### config.mk
export PLATFORM = sky130hd
export DESIGN_NAME = s2p_lane_rx_align
export DESIGN_NICKNAME = d
export VERILOG_FILES = /design/src/rtl/s2p_lane_rx_align.sv
export SDC_FILE = /design/constraint.sdc
export NUM_CORES = 1
export LEC_CHECK = 0
export CELL_PAD_IN_SITES_DETAIL_PLACEMENT = 1
export CELL_PAD_IN_SITES_GLOBAL_PLACEMENT = 2
export CORE_ASPECT_RATIO = 0.8
export CORE_MARGIN = 2
export CORE_UTILIZATION = 30
export CTS_BUF_LIST = sky130_fd_sc_hd__clkbuf_16
export DETAILED_ROUTE_END_ITERATION = 10
export HOLD_SLACK_MARGIN = 0.03
export MAX_ROUTING_LAYER = met4
export PLACE_DENSITY = 0.78
export SYNTH_ARGS = -nofsm -noshare
export SYNTH_HDL_FRONTEND = slang
export SYNTH_SLANG_ARGS = --single-unit
### constraint.sdc
create_clock -name IN_CLK -period 1.8 [get_ports IN_CLK]
set_clock_uncertainty 0.2 [all_clocks]
set_input_delay 0.36 -clock IN_CLK [delete_from_list [all_inputs] [get_ports IN_CLK]]
set_output_delay 0.36 -clock IN_CLK [all_outputs]
set_load 0.01 [all_outputs]
### src/rtl/s2p_lane_rx_align.sv
// s2p_lane_rx_align
//   Single-lane serial-to-parallel receiver with COM-symbol byte alignment.
//   Serial bits arrive MSB first on the bit clock. The block hunts for COM at
//   every bit offset. It locks after COM_REQ consecutive COMs on byte
//   boundaries. It then delivers each boundary byte on OUT_DATA with a
//   one-cycle strobe: OUT_VALID marks a data byte and OUT_COM marks an idle COM.
//
// Ports
//   IN_CLK      bit clock, all logic on the rising edge
//   IN_RESET    synchronous active-high reset, has priority over IN_ENB
//   IN_ENB      enable; when low every register holds
//   IN_SERIAL   serial data bit, MSB of each byte first
//   OUT_DATA    last byte received on a boundary while aligned
//   OUT_VALID   1-cycle pulse: OUT_DATA holds a data (non-COM) byte
//   OUT_COM     1-cycle pulse: a COM byte arrived on a boundary while aligned
//   OUT_ALIGNED high while in the ALIGNED state
module s2p_lane_rx_align #(
    parameter logic [7:0]  COM     = 8'hBC,
    parameter int unsigned COM_REQ = 4
) (
    input  logic       IN_CLK,
    input  logic       IN_RESET,
    input  logic       IN_ENB,
    input  logic       IN_SERIAL,
    output logic [7:0] OUT_DATA,
    output logic       OUT_VALID,
    output logic       OUT_COM,
    output logic       OUT_ALIGNED
);

    typedef enum logic [1:0] {
        SEARCH  = 2'd0,
        LOCKING = 2'd1,
        ALIGNED = 2'd2
    } state_t;

    localparam logic [3:0] LOCK_LAST = 4'(COM_REQ - 1);

    state_t     state, state_nxt;
    logic [7:0] sr, sr_nxt;
    logic [2:0] bit_cnt, bit_cnt_nxt;
    logic [3:0] com_cnt, com_cnt_nxt;
    logic [7:0] data_nxt;
    logic       valid_nxt;
    logic       com_nxt;
    logic       match;
    logic       boundary;

    // The compare uses the register contents before this edge's shift, so
    // the byte that is checked is the one completed on the previous edge.
    assign match    = (sr == COM);
    assign boundary = (state != SEARCH) && (bit_cnt == 3'd0);

    // State and datapath registers
    always_ff @(posedge IN_CLK) begin
        if (IN_RESET) begin
            state     <= SEARCH;
            sr        <= '0;
            bit_cnt   <= '0;
            com_cnt   <= '0;
            OUT_DATA  <= '0;
            OUT_VALID <= 1'b0;
            OUT_COM   <= 1'b0;
        end else if (IN_ENB) begin
            state     <= state_nxt;
            sr        <= sr_nxt;
            bit_cnt   <= bit_cnt_nxt;
            com_cnt   <= com_cnt_nxt;
            OUT_DATA  <= data_nxt;
            OUT_VALID <= valid_nxt;
            OUT_COM   <= com_nxt;
        end
    end

    // Next-state logic
    always_comb begin
        state_nxt   = state;
        sr_nxt      = {sr[6:0], IN_SERIAL};
        bit_cnt_nxt = bit_cnt;
        com_cnt_nxt = com_cnt;
        unique case (state)
            SEARCH: begin
                // The COM seen now ended on the previous edge, so this edge
                // is already bit 1 of the next byte.
                if (match) begin
                    state_nxt   = LOCKING;
                    bit_cnt_nxt = 3'd1;
                    com_cnt_nxt = 4'd1;
                end
            end
            LOCKING: begin
                bit_cnt_nxt = bit_cnt + 3'd1;
                if (boundary) begin
                    if (match && (com_cnt == LOCK_LAST)) begin
                        state_nxt   = ALIGNED;
                        com_cnt_nxt = '0;
                    end else if (match) begin
                        com_cnt_nxt = com_cnt + 4'd1;
                    end else begin
                        state_nxt   = SEARCH;
                        com_cnt_nxt = '0;
                        bit_cnt_nxt = '0;
                    end
                end
            end
            ALIGNED: begin
                bit_cnt_nxt = bit_cnt + 3'd1;
            end
            default: begin
                state_nxt   = SEARCH;
                bit_cnt_nxt = '0;
                com_cnt_nxt = '0;
            end
        endcase
    end

    // Output logic: boundary bytes are captured only while aligned
    always_comb begin
        data_nxt    = OUT_DATA;
        valid_nxt   = 1'b0;
        com_nxt     = 1'b0;
        OUT_ALIGNED = (state == ALIGNED);
        if ((state == ALIGNED) && boundary) begin
            data_nxt  = sr;
            valid_nxt = !match;
            com_nxt   = match;
        end
    end

endmodule

==> reports/qor_table.md, run 1 <==
| Result | Value |
| --- | --- |
| Outcome | finished with violations |
| Violated checks | setup timing |
| Fin. Hold Viols | 0 |
| Ratio of final minimum period to clock period | 101% |
| Adder-cell share of the synthesized area | 2.94% |
| Antenna violations before repair | 0 |
| Clock tree from TritonCTS | built |
| Critical path's top delay family | compound AO/OA/AOI/OAI gates |
| Synth Cell Area | 1280 um2 |
| Per-cell via count in the routed design | 5.17 |
| Sort of element at the start of the critical path | flop |
| Buffer depth of the longest clock path | 2 |
| Final setup slack of the worst path | -13.5 ps |
| Mapped Avg Cell Area | 9.54 um2 |
| DR DRC count | 0 |
| Clock tree root buffer cell | sky130_fd_sc_hd__clkbuf_16 |
| Routing layer with the top usage in global route | met2 |
| Net count, final | 167 |
| Via count of the first global-routing pass | 1176 |
| Num Clock Sinks | 27 |
| Area delta synth->final | 33.8% |
| Horizontal die dimension | 77.0 um |
| Critical path's largest stage delay | 350 ps |
| Fill cell count | 495 |
| Leakage power summed over all cells | 0.746 nW |
| Largest fanout of any net on the critical path | 5 |
| Combinational family with the most area after synthesis | simple AND/OR/NAND/NOR gates |
| Post-detail-place hpwl | 2.49 mm |
| Max transition margin | 77.9% |
| Endpoint required time on the critical path | 1730 ps |
| Routability Congestion | 0.784 |
| Drt first-iter violations | 31 |
| Inserted Diodes | 0 |
| Shortest period the worst path allows | 1810 ps |
| Worst vdd rail ir drop | 0.567 mV |
| Overall die area | 4800 um2 |
| Number of synthesized register bits | 27 |
| CTS clk-pin slew, worst paths | 70 ps |
| Yosys synthesis warning count | 0 |
| Routed WL per cell | 16.0 um |
| M3 GR Usage | 3.18% |
| Max-slew violation total from the final report | 0 |
| Number of synthesized flops with an enable pin | 0 |
| Pin count of the biggest net entering global routing | 18 |
| Worst endpoint data arrival time | 1750 ps |
| # Max-Cap Violations | 0 |
| Xor-xnor portion of the synthesized cell area | 0% |
| Count of endpoints failing setup in the final report | 1 |
| Met2 usage in global routing | 26.0% |
| Smallest hold slack | 291 ps |
| Iteration count of the initial detailed-routing pass | 4 |
| Chip Height | 62.4 um |
| Core area | 4150 um2 |
| Mux contribution to synthesized area | 12.5% |
| Power density normalized to cell area | 694 nW/um2 |
| Count of input and output buffers | 14 |
| IO Count | 15 |
| Prevailing post-synth register cell | sky130_fd_sc_hd__dfxtp_1 |
| Multi-input gate area in the final layout | 748 um2 |
| Number of buffers and inverters on the critical path | 1 |
| Post-synth cell types | 32 |
| Flip-flop and latch area | 543 um2 |
| Least-Margin Pin Slew | 331 ps |
| Crit. End Element | flop |
| Async set or reset register ratio after synthesis | 0% |
| Achievable clock frequency | 0.551 GHz |
| Met1 demand-to-capacity share in global routing | 17.8% |
| Global-route total usage across every layer | 14.9% |
| Post-DP Area | 1560 um2 |
| Post-synthesis share of cell area spent on and, or, nand and nor gates | 24.7% |
| Num CTS Buffers | 3 |
| Share of final-layout standard cells stronger than drive strength 1 | 20.8% |
| Fraction of the yosys area taken by sequential cells | 42.3% |
| Cell-by-cell listing of the critical path | inv_1 > ha_1 > nor2b_4 > o211ai_2 > a211oi_1 > o22ai_1 |
| Total congestion overflow after global routing | 0 |
| Worst skew pair latency | 270 ps |
| CP max-delay cell | sky130_fd_sc_hd__dfxtp_1 |
| Maximum level of the CTS H-tree | 1 |
| Mapped Cells | 134 |
| Starting Density | 30.8% |
| Total vias in the final route | 1116 |
| Final Instance Area | 1710 um2 |
| Post-synthesis compound-gate area fraction | 13.9% |
| Worst hold path type | reg -> reg |
| CP Class | reg -> reg |
| Row cnt | 21 |
| Total nets after synthesis | 141 |
| Wire length of the first global-routing pass | 5.62 mm |
| Post-DRT Antenna Nets | 0 |
| Final Routed Wirelength | 3.46 mm |
-- cells in the final DEF, fill, tap and decap left out, types with 2 or more instances in the layout --
cell	count
sky130_fd_sc_hd__a2bb2oi_1	2
sky130_fd_sc_hd__ha_1	2
sky130_fd_sc_hd__o21ai_0	7
sky130_fd_sc_hd__dfxtp_1	25
sky130_fd_sc_hd__inv_1	6
sky130_fd_sc_hd__dfxtp_2	2
sky130_fd_sc_hd__buf_4	11
sky130_fd_sc_hd__nand3_1	2
sky130_fd_sc_hd__nand2b_1	3
sky130_fd_sc_hd__mux2i_1	16
sky130_fd_sc_hd__nor2b_1	2
sky130_fd_sc_hd__nand4b_1	4
sky130_fd_sc_hd__a21oi_1	7
sky130_fd_sc_hd__o2111ai_1	2
sky130_fd_sc_hd__nor3_1	3
sky130_fd_sc_hd__a211oi_1	2
sky130_fd_sc_hd__nand2_1	2
sky130_fd_sc_hd__clkbuf_16	3
sky130_fd_sc_hd__nor2_1	21
sky130_fd_sc_hd__o21ai_2	2
sky130_fd_sc_hd__clkdlybuf4s50_1	13
-- logic make-up after synthesis --
| kind of cell | Yosys count |
|---|---|
| AOI/OAI and AO/OA | 28 |
| muxes | 16 |
| buffers and inverters | 12 |
| adders and majority gates | 3 |
| and+or+nand+nor | 48 |
| DFF | 27 |
-- path summary, 6_finish.rpt --
| path | from | to | slack [ps] | depth (start not counted) |
|---|---|---|---|---|
| worst max register to register | bit_cnt[0] | com_cnt[3] | -10 | 6 |
| worst min-delay path | com_cnt[1] | com_cnt[1] | 290 | 2 |
| worst min register to register | com_cnt[1] | com_cnt[1] | 290 | 2 |
| worst max-delay path | bit_cnt[0] | com_cnt[3] | -10 | 6 |
-- synth_stat cells, types with 3 or more instances --
cell type                  count  area, um2
sky130_fd_sc_hd__nor2_1       21       78.8
sky130_fd_sc_hd__nor3_1        3       15.0
sky130_fd_sc_hd__inv_1         6       22.5
sky130_fd_sc_hd__clkbuf_1      4       15.0
sky130_fd_sc_hd__o21ai_1       3       15.0
sky130_fd_sc_hd__nor2b_1       3       18.8
sky130_fd_sc_hd__o21ai_0       7       35.0
sky130_fd_sc_hd__ha_1          3       37.5
sky130_fd_sc_hd__mux2i_1      16        160
sky130_fd_sc_hd__nand2b_1      4       25.0
sky130_fd_sc_hd__dfxtp_1      27        541
sky130_fd_sc_hd__a21oi_1       7       35.0
sky130_fd_sc_hd__nand4b_1      4       35.0
sky130_fd_sc_hd__nand3_1       3       15.0
-- repair_timing --
| action | in CTS | in global routing |
|---|---|---|
| buffers inserted | 2 | 0 |
| hold buffers | 0 | 0 |
| endpoints found under the setup margin | 8 | 18 |
| gates resized for setup | 8 | 5 |
| pin swaps | 2 | 1 |
| cloned | 0 | 1 |
-- sequential cells by signal, summed over array words and instances (netlist names) --
signal	count
OUT_DATA	8
sr	8
com_cnt	4
bit_cnt	3
state	2
OUT_COM	1
OUT_VALID	1
-- routing by layer --
metal / wire, um / vias to the layer above
met1: 1580 / 550
met4: 61 / 0
met2: 1720 / 22
met5: 0 / -
li1: - / 538
met3: 98 / 6
-- through the flow --
stage | worst slack (ps) | util, % | setup TNS, ps | power, mW | std cells
floorplan | 166 | - | 0 | 0.647 | 134
global route | -91.0 | 41.2 | -110 | 1.22 | 216
global placement | 34.4 | 37.6 | 0 | 0.664 | 210
detailed placement | -90.9 | 37.6 | -210 | 0.667 | 210
finish | -13.5 | 41.2 | -13.5 | 1.19 | 216
CTS | 11.5 | 40.4 | 0 | 1.20 | 215
-- report_power, final --
group	switching [mW]	internal (mW)	leakage, nW
Combinational	0.0279	0.0247	0.486
Clock	0.224	0.308	0.0415
Sequential	0.00416	0.599	0.219
-- final cells by class --
cell class                      count  area share [%]
Sequential cell                    27            31.7
Tap cell                           57            4.17
Clock inverter                      1           0.512
Timing Repair Buffer               26            14.1
Clock buffer                        3            4.39
Multi-Input combinational cell     96            43.7
Inverter                            6            1.32
-- worst min-delay path, cell delays in order (launching register included) --
cell,delay (ps)
sky130_fd_sc_hd__dfxtp_2,330
sky130_fd_sc_hd__o21ai_0,70
sky130_fd_sc_hd__a21oi_1,60
Note: power is estimated with default switching activity, not from simulation.
==> run 2: changes to the inputs <==
--- a/config.mk
+++ b/config.mk
@@ -17,2 +17,3 @@
 export PLACE_DENSITY = 0.78
+export SKIP_CTS_REPAIR_TIMING = 1
 export SYNTH_ARGS = -nofsm -noshare
==> constraint.sdc (replaced) <==
create_clock -name IN_CLK -period 1.8 [get_ports IN_CLK]
set_clock_uncertainty 0.2 [all_clocks]
set_input_delay 0.27 -clock IN_CLK [delete_from_list [all_inputs] [get_ports IN_CLK]]
set_output_delay 0.27 -clock IN_CLK [all_outputs]
set_load 0.01 [all_outputs]
==> run 2 against run 1 <==
  * Combinational power is 5.7% lower
  * Die area stayed put
  * The flow now finishes without violations
  * Sequential share of layout area is 0.76 points higher
  * First-iteration DRC count is 74% higher
==> reports/qor_table.md, run 2 (synthesis results as in run 1) <==
| Result | Value |
| --- | --- |
| Proportion of power drawn by the clock network | 43.5% |
| Horizontal die dimension | 77.0 um |
| Clock tree from TritonCTS | built |
| Overall die area | 4800 um2 |
| Routability Congestion | 0.768 |
| Outcome | finished clean |
| Ratio of final minimum period to clock period | 96.7% |
| Worst endpoint data arrival time | 1690 ps |
| Core area | 4150 um2 |
| Row cnt | 21 |
| Internal power contribution | 0.923 mW |
| Iteration count of the initial detailed-routing pass | 4 |
| Most common library cell in the layout ignoring fill and taps | sky130_fd_sc_hd__dfxtp_1 |
| Count of endpoints failing setup in the final report | 0 |
| Count of input and output buffers | 14 |
| Setup repair after global routing missed its margin | yes |
| Crit. End Element | flop |
| Leakage power summed over all cells | 0.740 nW |
| CTS clk-pin slew, worst paths | 60 ps |
| Wire length of the first global-routing pass | 5.34 mm |
| Pre-CTS WS | 11.4 ps |
| Total congestion overflow after global routing | 0 |
| CP Class | reg -> reg |
| Total vias in the final route | 1083 |
| Max transition margin | 78.4% |
| Achievable clock frequency | 0.575 GHz |
| Final Routed Wirelength | 3.16 mm |
| Clock tree root buffer cell | sky130_fd_sc_hd__clkbuf_16 |
| Sequential group share of total power | 52.2% |
| Pin count of the biggest net entering global routing | 16 |
| Per-cell via count in the routed design | 5.11 |
| Sort of element at the start of the critical path | flop |
| Crit. Startpoint | com_cnt[1] |
| NetSw | 0.233 mW |
| DR DRC count | 0 |
| Net count, final | 163 |
| Routed WL per cell | 14.9 um |
| Starting Density | 30.8% |
| Worst skew pair latency | 260 ps |
| IO Count | 15 |
| Inserted Diodes | 0 |
| Antenna violations before repair | 0 |
| Worst hold path type | reg -> reg |
| Buffer depth of the longest clock path | 2 |
| Area delta synth->final | 30.6% |
| Max-slew violation total from the final report | 0 |
| Num CTS Buffers | 3 |
| Chip Height | 62.4 um |
| Post-DRT Antenna Nets | 0 |
| Global-route total usage across every layer | 14.3% |
| Worst vdd rail ir drop | 0.796 mV |
| # Max-Cap Violations | 0 |
| Number of non-filler instances in the completed layout | 212 |
| Fin. Hold Viols | 0 |
| Largest fanout of any net on the critical path | 6 |
| Leading cell types in the layout, fill and taps excluded | sky130_fd_sc_hd__dfxtp_1 (25), sky130_fd_sc_hd__nor2_1 (21), sky130_fd_sc_hd__mux2i_1 (16) |
| Leading registers by flop count | OUT_DATA x8, sr x8, com_cnt x4 |
| Post-detail-place hpwl | 2.31 mm |
| Maximum level of the CTS H-tree | 1 |
| Via count of the first global-routing pass | 1113 |
| Switching part of the total power | 20.1% |
| Shortest period the worst path allows | 1740 ps |
| Fill cell count | 492 |
| Number of instances in the placed design | 208 |
| Final setup slack of the worst path | 59.5 ps |
| Drt first-iter violations | 54 |
| Power density normalized to cell area | 692 nW/um2 |
| Worst Hold Launch | state[1] |
| Portion of total power attributed to combinational logic | 4.3% |
| Num Clock Sinks | 27 |
| Share of final-layout standard cells stronger than drive strength 1 | 18.1% |
| Least-Margin Pin Slew | 324 ps |
| Endpoint required time on the critical path | 1750 ps |
| Crit Reg-Reg Startpoint | com_cnt[1] |
==> run 2: stage by stage <==
step	power (mW)	util [%]	TNS, ps	hold slack [ps]	cell area, um2
CTS	1.17	39.2	-130	308	1630
global placement	0.665	37.2	0	275	1550
global route	1.20	40.2	-70.5	327	1670
detailed placement	0.666	37.2	0	291	1550
floorplan	0.647	-	0	217	1280
finish	1.16	40.2	0	298	1670
==> run 2: final timing paths <==
path	slack [ps]	cells past startpoint	to
max	60	6	com_cnt[2]
min	300	2	state[1]
max reg2reg	60	6	com_cnt[2]
min reg2reg	300	2	state[1]
==> run 2: layout make-up <==
cell class	instances	area, um2	area share (%)
Clock buffer	3	75.1	4.49
Clock inverter	1	5.00	0.300
Inverter	6	22.5	1.35
Multi-Input combinational cell	95	731	43.7
Sequential cell	27	543	32.5
Tap cell	57	71.3	4.27
Timing Repair Buffer	23	223	13.3
==> run 2: metal layers <==
metal	wire length, um	GRT usage (%)	vias to the layer above
met2	1620	24.9	13
met5	0	-	-
li1	-	-	524
met1	1430	16.7	540
met3	66	3.03	6
met4	47	4.24	0
==> run 2: power groups by stage <==
stage | Combinational, mW | Sequential [mW] | Clock [mW]
after global placement | 0.0479 | 0.617 | 0
after detailed placement | 0.0486 | 0.618 | 0
after global routing | 0.0538 | 0.604 | 0.538
final | 0.0496 | 0.604 | 0.503
after CTS | 0.0490 | 0.604 | 0.520
after floorplan | 0.0305 | 0.616 | 0
==> run 2: critical path, stage by stage (launching register included) <==
cell and delay [ps]:
sky130_fd_sc_hd__dfxtp_1 360, sky130_fd_sc_hd__ha_2 190, sky130_fd_sc_hd__nor3b_4 290, sky130_fd_sc_hd__nor4_4 80, sky130_fd_sc_hd__buf_4 170, sky130_fd_sc_hd__a211oi_1 240, sky130_fd_sc_hd__o21ai_1 100
